--- src/rtl/c17_pattern_gen.sv ---
// c17_pattern_gen: exhaustive-sweep or LFSR vector source for c17 with settle window and valid/ready offer
// ports: clk/rst; start/mode/abort run control; ready from the capture stage;
//        N1,N2,N3,N6,N7 = vec[0..4]; vec_valid/vec_idx offer the settled vector; busy/done report run status
module c17_pattern_gen #(
  parameter int         HOLD_CYCLES = 2,
  parameter logic [4:0] LFSR_SEED   = 5'b00001
) (
  input  logic       clk,
  input  logic       rst,
  input  logic       start,
  input  logic       mode,
  input  logic       abort,
  input  logic       ready,
  output logic       N1,
  output logic       N2,
  output logic       N3,
  output logic       N6,
  output logic       N7,
  output logic       vec_valid,
  output logic [4:0] vec_idx,
  output logic       busy,
  output logic       done
);
  // counter keeps at least one bit so a zero settle window still elaborates
  localparam int              SW    = (HOLD_CYCLES > 0) ? $clog2(HOLD_CYCLES + 1) : 1;
  localparam logic [SW-1:0]   SLAST = SW'((HOLD_CYCLES > 0) ? HOLD_CYCLES - 1 : 0);
  localparam logic [4:0]      SEED  = (LFSR_SEED == 5'd0) ? 5'd1 : LFSR_SEED;
  localparam logic [1:0]      IDLE = 2'd0, SETTLE = 2'd1, VALID = 2'd2, DONE = 2'd3;
  localparam logic [1:0]      FIRST = (HOLD_CYCLES == 0) ? VALID : SETTLE;
  logic [1:0]    state_q, state_d;
  logic [4:0]    vec_q, vec_d, idx_q, idx_d, nxt;
  logic [SW-1:0] scnt_q, scnt_d;
  logic          mode_q, mode_d, valid_q, valid_d, busy_q, busy_d, done_q, done_d;
  logic          launch, active, hs, last;
  always_comb begin
    launch  = start & ((state_q == IDLE) | (state_q == DONE));
    active  = (state_q == SETTLE) | (state_q == VALID);
    // abort beats a coincident handshake, so the vector is not consumed
    hs      = (state_q == VALID) & ready & ~abort;
    last    = idx_q == (mode_q ? 5'd30 : 5'd31);
    nxt     = mode_q ? {vec_q[3:0], vec_q[4] ^ vec_q[2]} : vec_q + 5'd1;
    state_d = state_q;
    vec_d   = vec_q;
    idx_d   = idx_q;
    scnt_d  = scnt_q;
    mode_d  = mode_q;
    if (launch) begin
      mode_d  = mode;
      idx_d   = 5'd0;
      vec_d   = mode ? SEED : 5'd0;
      scnt_d  = '0;
      state_d = FIRST;
    end else if (active & abort) begin
      state_d = IDLE;
    end else if (state_q == SETTLE) begin
      state_d = (scnt_q == SLAST) ? VALID : SETTLE;
      scnt_d  = scnt_q + 1'b1;
    end else if (hs) begin
      state_d = last ? DONE : FIRST;
      vec_d   = last ? vec_q : nxt;
      idx_d   = last ? idx_q : idx_q + 5'd1;
      scnt_d  = '0;
    end
    valid_d = state_d == VALID;
    busy_d  = (state_d == SETTLE) | (state_d == VALID);
    done_d  = state_d == DONE;
  end
  always_ff @(posedge clk) begin
    if (rst) begin
      state_q <= IDLE;
      vec_q   <= '0;
      idx_q   <= '0;
      scnt_q  <= '0;
      mode_q  <= 1'b0;
      valid_q <= 1'b0;
      busy_q  <= 1'b0;
      done_q  <= 1'b0;
    end else begin
      state_q <= state_d;
      vec_q   <= vec_d;
      idx_q   <= idx_d;
      scnt_q  <= scnt_d;
      mode_q  <= mode_d;
      valid_q <= valid_d;
      busy_q  <= busy_d;
      done_q  <= done_d;
    end
  end
  assign {N7, N6, N3, N2, N1} = vec_q;
  assign vec_valid = valid_q;
  assign vec_idx   = idx_q;
  assign busy      = busy_q;
  assign done      = done_q;
endmodule

--- config.mk ---
export PLATFORM = sky130hd
export DESIGN_NAME = c17_pattern_gen
export DESIGN_NICKNAME = d
export VERILOG_FILES = /design/src/rtl/c17_pattern_gen.sv
export SDC_FILE = /design/constraint.sdc
export NUM_CORES = 1
export LEC_CHECK = 0
export ABC_CLOCK_PERIOD_IN_PS = 2000
export CORE_ASPECT_RATIO = 1.5
export CORE_UTILIZATION = 45
export CTS_CLUSTER_DIAMETER = 120
export CTS_CLUSTER_SIZE = 28
export DETAILED_ROUTE_END_ITERATION = 6
export PLACE_DENSITY = 0.74
export REMOVE_ABC_BUFFERS = 1
export SYNTH_ARGS = -nofsm -noshare
export SYNTH_HDL_FRONTEND = slang
export SYNTH_SLANG_ARGS = --single-unit
--- constraint.sdc ---
create_clock -name clk -period 2 [get_ports clk]
set_clock_uncertainty 0.15 [all_clocks]
set_input_delay 0.2 -clock clk [delete_from_list [all_inputs] [get_ports clk]]
set_output_delay 0.2 -clock clk [all_outputs]
set_load 0.01 [all_outputs]
## Word-level counts from Yosys, hierarchy flattened

Index checks and enable logic that the tools add are counted.

| operators by class | value |
|---|---|
| bitwise logic cells | 12 |
| mux-type cells | 16 |
| reductions and logical operators | 7 |
| eq/ne operators | 11 |
| add/subtract/negate cells | 3 |

Operators with widths:

| operator | number |
|---|---|
| $mux W5 | 6 |
| $mux W2 | 8 |
| $add A5 B1 Y5 const B | 2 |
| $eq A2 B2 Y1 const B | 4 |
| $reduce_and A4 Y1 | 2 |
| $eq A2 B1 Y1 const B | 3 |
| $ne A2 B2 Y1 const B | 3 |
| $eq A5 B5 Y1 | 1 |
| $and A1 B1 Y1 | 4 |
| $not A1 Y1 | 4 |
| $reduce_bool A2 Y1 | 2 |
| $or A1 B1 Y1 | 3 |
| $add A2 B1 Y2 const B | 1 |
| $logic_not A2 Y1 | 1 |
| $mux W1 | 2 |
| $reduce_and A2 Y1 | 1 |
| $reduce_or A2 Y1 | 1 |
| $xor A1 B1 Y1 | 1 |

| word-level totals | value |
|---|---|
| output and inout port bits | 13 |
| flip-flop bits (word level) | 18 |

## Depth between registers and ports, before layout

Gate-level depths: netlist of run 1.

| depth | value |
|---|---|
| depth in word-level cells | 9 |
| gate-level depth with buffers | 8 |
| mapped depth without buffers | 8 |

## Least setup slack after synthesis of run 1

No wires, ideal clock.

| path | value |
|---|---|
| kind | register to register |
| start point | register state_q[0] |
| end point | register done_q (netlist: done) |
| arrival time | 1453 ps |
| stages on the path, launching flop included | 8 |
| setup slack | 271 ps |
| setup time | 126 ps |
| data required time | 1724 ps |
| buffers on the path | 0 |
| cell sequence | dfxtp_1 > inv_1 > ha_1 > nand2b_1 > a31oi_1 > inv_1 > ha_1 > nor2b_1 |

| on the way | value |
|---|---|
| longest elaborated chain between the ends | 8 |
| elaborated cells between the ends (all ways) | 15 |

RTL lines:

| element | RTL line | RTL |
|---|---|---|
| start: declaration | 30 | `logic [1:0] state_q, state_d;` |
| start signal: assignment | 79 | `state_q <= state_d;` |
| $eq A2 B2 Y1 | 37, 39 |  |
| $and A1 B1 Y1 (2 in a row) | 39 | `hs = (state_q == VALID) & ready & ~abort;` |
| $mux W2 | 58 | `end else if (hs) begin` |
| $mux W2 | 55 | `end else if (state_q == SETTLE) begin` |
| $mux W2 | 53 | `end else if (active & abort) begin` |
| $mux W2 * | 47 | `if (launch) begin` |
| named net state_d[0] | 30 |  |
| $eq A2 B2 Y1 * | 66 | `done_d = state_d == DONE;` |
| named net done_d | 33 | `logic mode_q, mode_d, valid_q, valid_d, busy_q, busy_d, done_q, done_d;` |
| end signal: assignment | 86 | `done_q <= done_d;` |
| end: declaration | 33 |  |

The timed path passes the listed nets; every way through them passes the cells marked *.
A chain may end at the register's enable or synchronous reset.

## Final worst setup path of run 1

Same ends and word-level chain as after synthesis.

==> flow_metrics.env, run 1 <==
export IMPL_status="finished, final reports clean"
export IMPL_critical_path_endpoint_type="flip-flop"
export IMPL_drv_cap=0
export IMPL_total_switching_power_uw=296
export IMPL_avgRoutedWirePerCell_um=14.3
export IMPL_static_leakage_power_uw=0.000485
export IMPL_powerDensity_nw_per_um2=707
export IMPL_timing_worst_slew_pin_value_ns=0.429
export IMPL_cts_hold_buffers=0
export IMPL_floorplan_initialDensity_pct=47.2
export IMPL_yosysMostFrequentCell="dfxtp_1"
export IMPL_die_area_um2=2520
export IMPL_overall_overflow_remaining_after_global_route=0
export IMPL_synth_top_cells_by_area="dfxtp_1 (35%), ha_1 (9.6%), a21oi_1 (4.3%), nand2_1 (4.0%), mux2i_1 (2.9%)"
export IMPL_synthDominantAreaCellType="dfxtp_1"
export IMPL_yosys_cell_types_count=35
export IMPL_rrSetupSlack_ns=0.1
export IMPL_die_h_um=60.9
export IMPL_n_fill_cell=215
export IMPL_synth_cell_area_um2=1040
export IMPL_groute_usage_overall_pct=18.3
export IMPL_worstSetupPathType="reg -> reg"
export IMPL_insertion_delay_to_the_later_sink_of_the_worst_skew_pair_ns=0.29
export IMPL_ys_flop_type="dfxtp_1"
export IMPL_detail_route_antenna_nets=0
export IMPL_postSynthAreaPerCell_um2=9.06
export IMPL_totalNegativeSetupSlack_ns=0
export IMPL_seq_power_share_pct=46.8
export IMPL_post_route_period_util_pct=95.2
export IMPL_antenna_cells_inserted=0
export IMPL_power_ir_vdd_worst_mv=0.437
export IMPL_post_route_cells_drive_above_1_share_pct=8.89
export IMPL_detailedRoute_firstIterationViolations=30
export IMPL_dpl_hpwl_um=1680
export IMPL_setup_viol=0
export IMPL_timing_hold_worst_class="reg -> reg"
export IMPL_critical_path_arrival_ns=1.94
export IMPL_cp_cell_sequence="inv_1 > ha_1 > nand2b_1 > a31oi_1 > inv_1 > ha_1 > nor2b_1"
export IMPL_cts_made_buffers=3
export IMPL_largest_net_degree_at_the_start_of_global_routing=17
export IMPL_finalHoldViolCount=0
export IMPL_cts_path_max_buffers=2
export IMPL_num_vias=933
export IMPL_tritoncts="yes"
export IMPL_required_ns=2.04
export IMPL_synth_common_cells="dfxtp_1 (18), nand2_1 (11), a21oi_1 (9)"
export IMPL_comb_power_share_pct=33.3
export IMPL_critical_path_max_stage_delay_ns=0.38
export IMPL_final_cell_count_no_fill=158
export IMPL_row_count=21
export IMPL_slew_headroom_pct=71.3
export IMPL_crit_slowest_cell="dfxtp_1"
export IMPL_synth_top_area_share_pct=34.6
export IMPL_detail_route_vias_per_cell=5.91
export IMPL_ys_ff_latch=18
export IMPL_num_io_pins=19
export IMPL_worst_setup_path_start_kind="flip-flop"
export IMPL_highest_attainable_clock_frequency_ghz=0.525
export IMPL_place_gp_congestion=0.719
export IMPL_synth_yosys_seq_area_share_pct=34.6
export IMPL_wirelength_um=2260
export IMPL_cts_sinks=18
export IMPL_placedCellCount=155
export IMPL_synth_edff_count=0
export IMPL_timing_final_max_slew_violations=0
export IMPL_design_core_area_um2=2210
export IMPL_synth_warning_count=0
export IMPL_first_pass_grt_wire_length_um=3110
export IMPL_port_buffers=18
export IMPL_root_buffer="clkbuf_4"
export IMPL_antenna_violations_before_repair=0
export IMPL_num_nets_final=151
export IMPL_cts_max_level=1
export IMPL_clk_transition_reported_paths_ns=0.09
export IMPL_unrepaired_setup_endpoints_after_global_routing="false"
export IMPL_drcViolationCount=0
export IMPL_cp_max_fo=5
export IMPL_die_x_um=41.3
export IMPL_via_count_of_the_first_global_routing_pass=768
export IMPL_detailedRoute_firstPassIterationCount=4
export IMPL_area_growth_synth_to_final_pct=22.1
export IMPL_cellInternalPower_uw=604
export IMPL_asyncSetResetFlopFracSynth_pct=0
export IMPL_fin_crit_ns=1.90
export IMPL_swShare_pct=32.9
export IMPL_clkPwrFrac_pct=19.9
export IMPL_synth_cells=115
-- final cells by class --
| class | instances | area [µm²] | area share, % |
|---|---|---|---|
| multi-input cells | 86 | 632 | 49.7 |
| flip-flops and latches | 18 | 360 | 28.3 |
| repair buffers | 21 | 203 | 15.9 |
| well taps | 23 | 28.8 | 2.26 |
| inverters | 7 | 26.3 | 2.06 |
| clock buffers | 3 | 22.5 | 1.77 |
-- state kept, by name, summed over array words and instances (netlist names) --
| register | count |
|---|---|
| vec_q | 5 |
| state_q | 2 |
| mode_q | 1 |
| done | 1 |
| busy | 1 |
| scnt_q | 2 |
| vec_valid | 1 |
| vec_idx | 5 |
-- power groups by stage --
stage	combinational (µW)	clock, µW	sequential, µW
3_5_place_dp	298	0	430
3_3_place_gp	289	0	427
2_1_floorplan	191	0	433
5_1_grt	336	192	426
4_1_cts	300	187	421
6_report	299	179	421
-- routing by layer --
layer / part of all wire (%) / wire [µm] / global-route usage [%] / vias up
met4: 1.4 / 31 / 9.68 / 0
met1: 44 / 987 / 21.4 / 455
met2: 51 / 1160 / 31.0 / 22
met5: 0 / 0 / 0 / -
li1: - / - / - / 452
met3: 3.7 / 84 / 2.20 / 4
-- critical path, delay by kind of cell (launching register included) --
family	cells	cell delay [ns]
and+or+nand+nor	2	0.35
AOI/OAI and AO/OA	1	0.28
adders and majority gates	2	0.50
buffers and inverters	2	0.16
DFF	1	0.38
-- what timing repair did --
| action | in CTS | in global routing |
|---|---|---|
| gates resized for setup | 0 | 1 |
| setup endpoints to repair | 0 | 1 |
| setup buffers | 0 | 0 |
-- final timing paths --
kind                                  from   endpoint  cells after the start
worst max-delay path            state_q[0]       done                      7
worst min-delay path             scnt_q[1]  scnt_q[1]                      2
worst max register to register  state_q[0]       done                      7
worst min register to register   scnt_q[1]  scnt_q[1]                      2
-- metrics by stage --
step	total power [µW]	utilization, %	worst slack, ns	hold slack [ns]	cell area [µm²]
finish	900	57.7	0.0958	0.319	1270
global route	953	57.7	0.00266	0.348	1270
CTS	908	57.6	0.0942	0.319	1270
detailed placement	728	56.6	0.00995	0.306	1250
global placement	716	56.6	0.0864	0.293	1250
floorplan	624	-	0.284	0.117	1020
-- logic make-up after synthesis --
kind of cell	after synthesis	share of synthesized area (%)
DFF	18	34.6
muxes	3	2.88
AOI/OAI and AO/OA	28	20.3
xor gates and xnor gates	5	6.00
adders and majority gates	8	9.60
and+or+nand+nor	42	21.7
buffers and inverters	11	4.92
-- cells in the final DEF (no fill, tap or decap), drive strengths merged, types with 4 or more instances in the layout --
| cell | n |
|---|---|
| nor2b | 4 |
| a21oi | 9 |
| dfxtp | 18 |
| nand2b | 4 |
| clkdlybuf4s50 | 18 |
| nand2 | 11 |
| ha | 8 |
| nor2 | 7 |
| inv | 7 |
Power figures use the tool's default switching activity.
==> inputs of run 2 (changes only) <==
- CTS_BUF_LIST: not set -> sky130_fd_sc_hd__clkbuf_4 sky130_fd_sc_hd__clkbuf_8
==> results of run 2 <==
Same layout as run 1: the final DEF is identical, and so are final timing and power.
==> inputs of run 3 (changes only) <==
- HOLD_SLACK_MARGIN: not set -> 0.05
==> results of run 3 <==
Same layout as run 1: the final DEF is identical, and so are final timing and power.
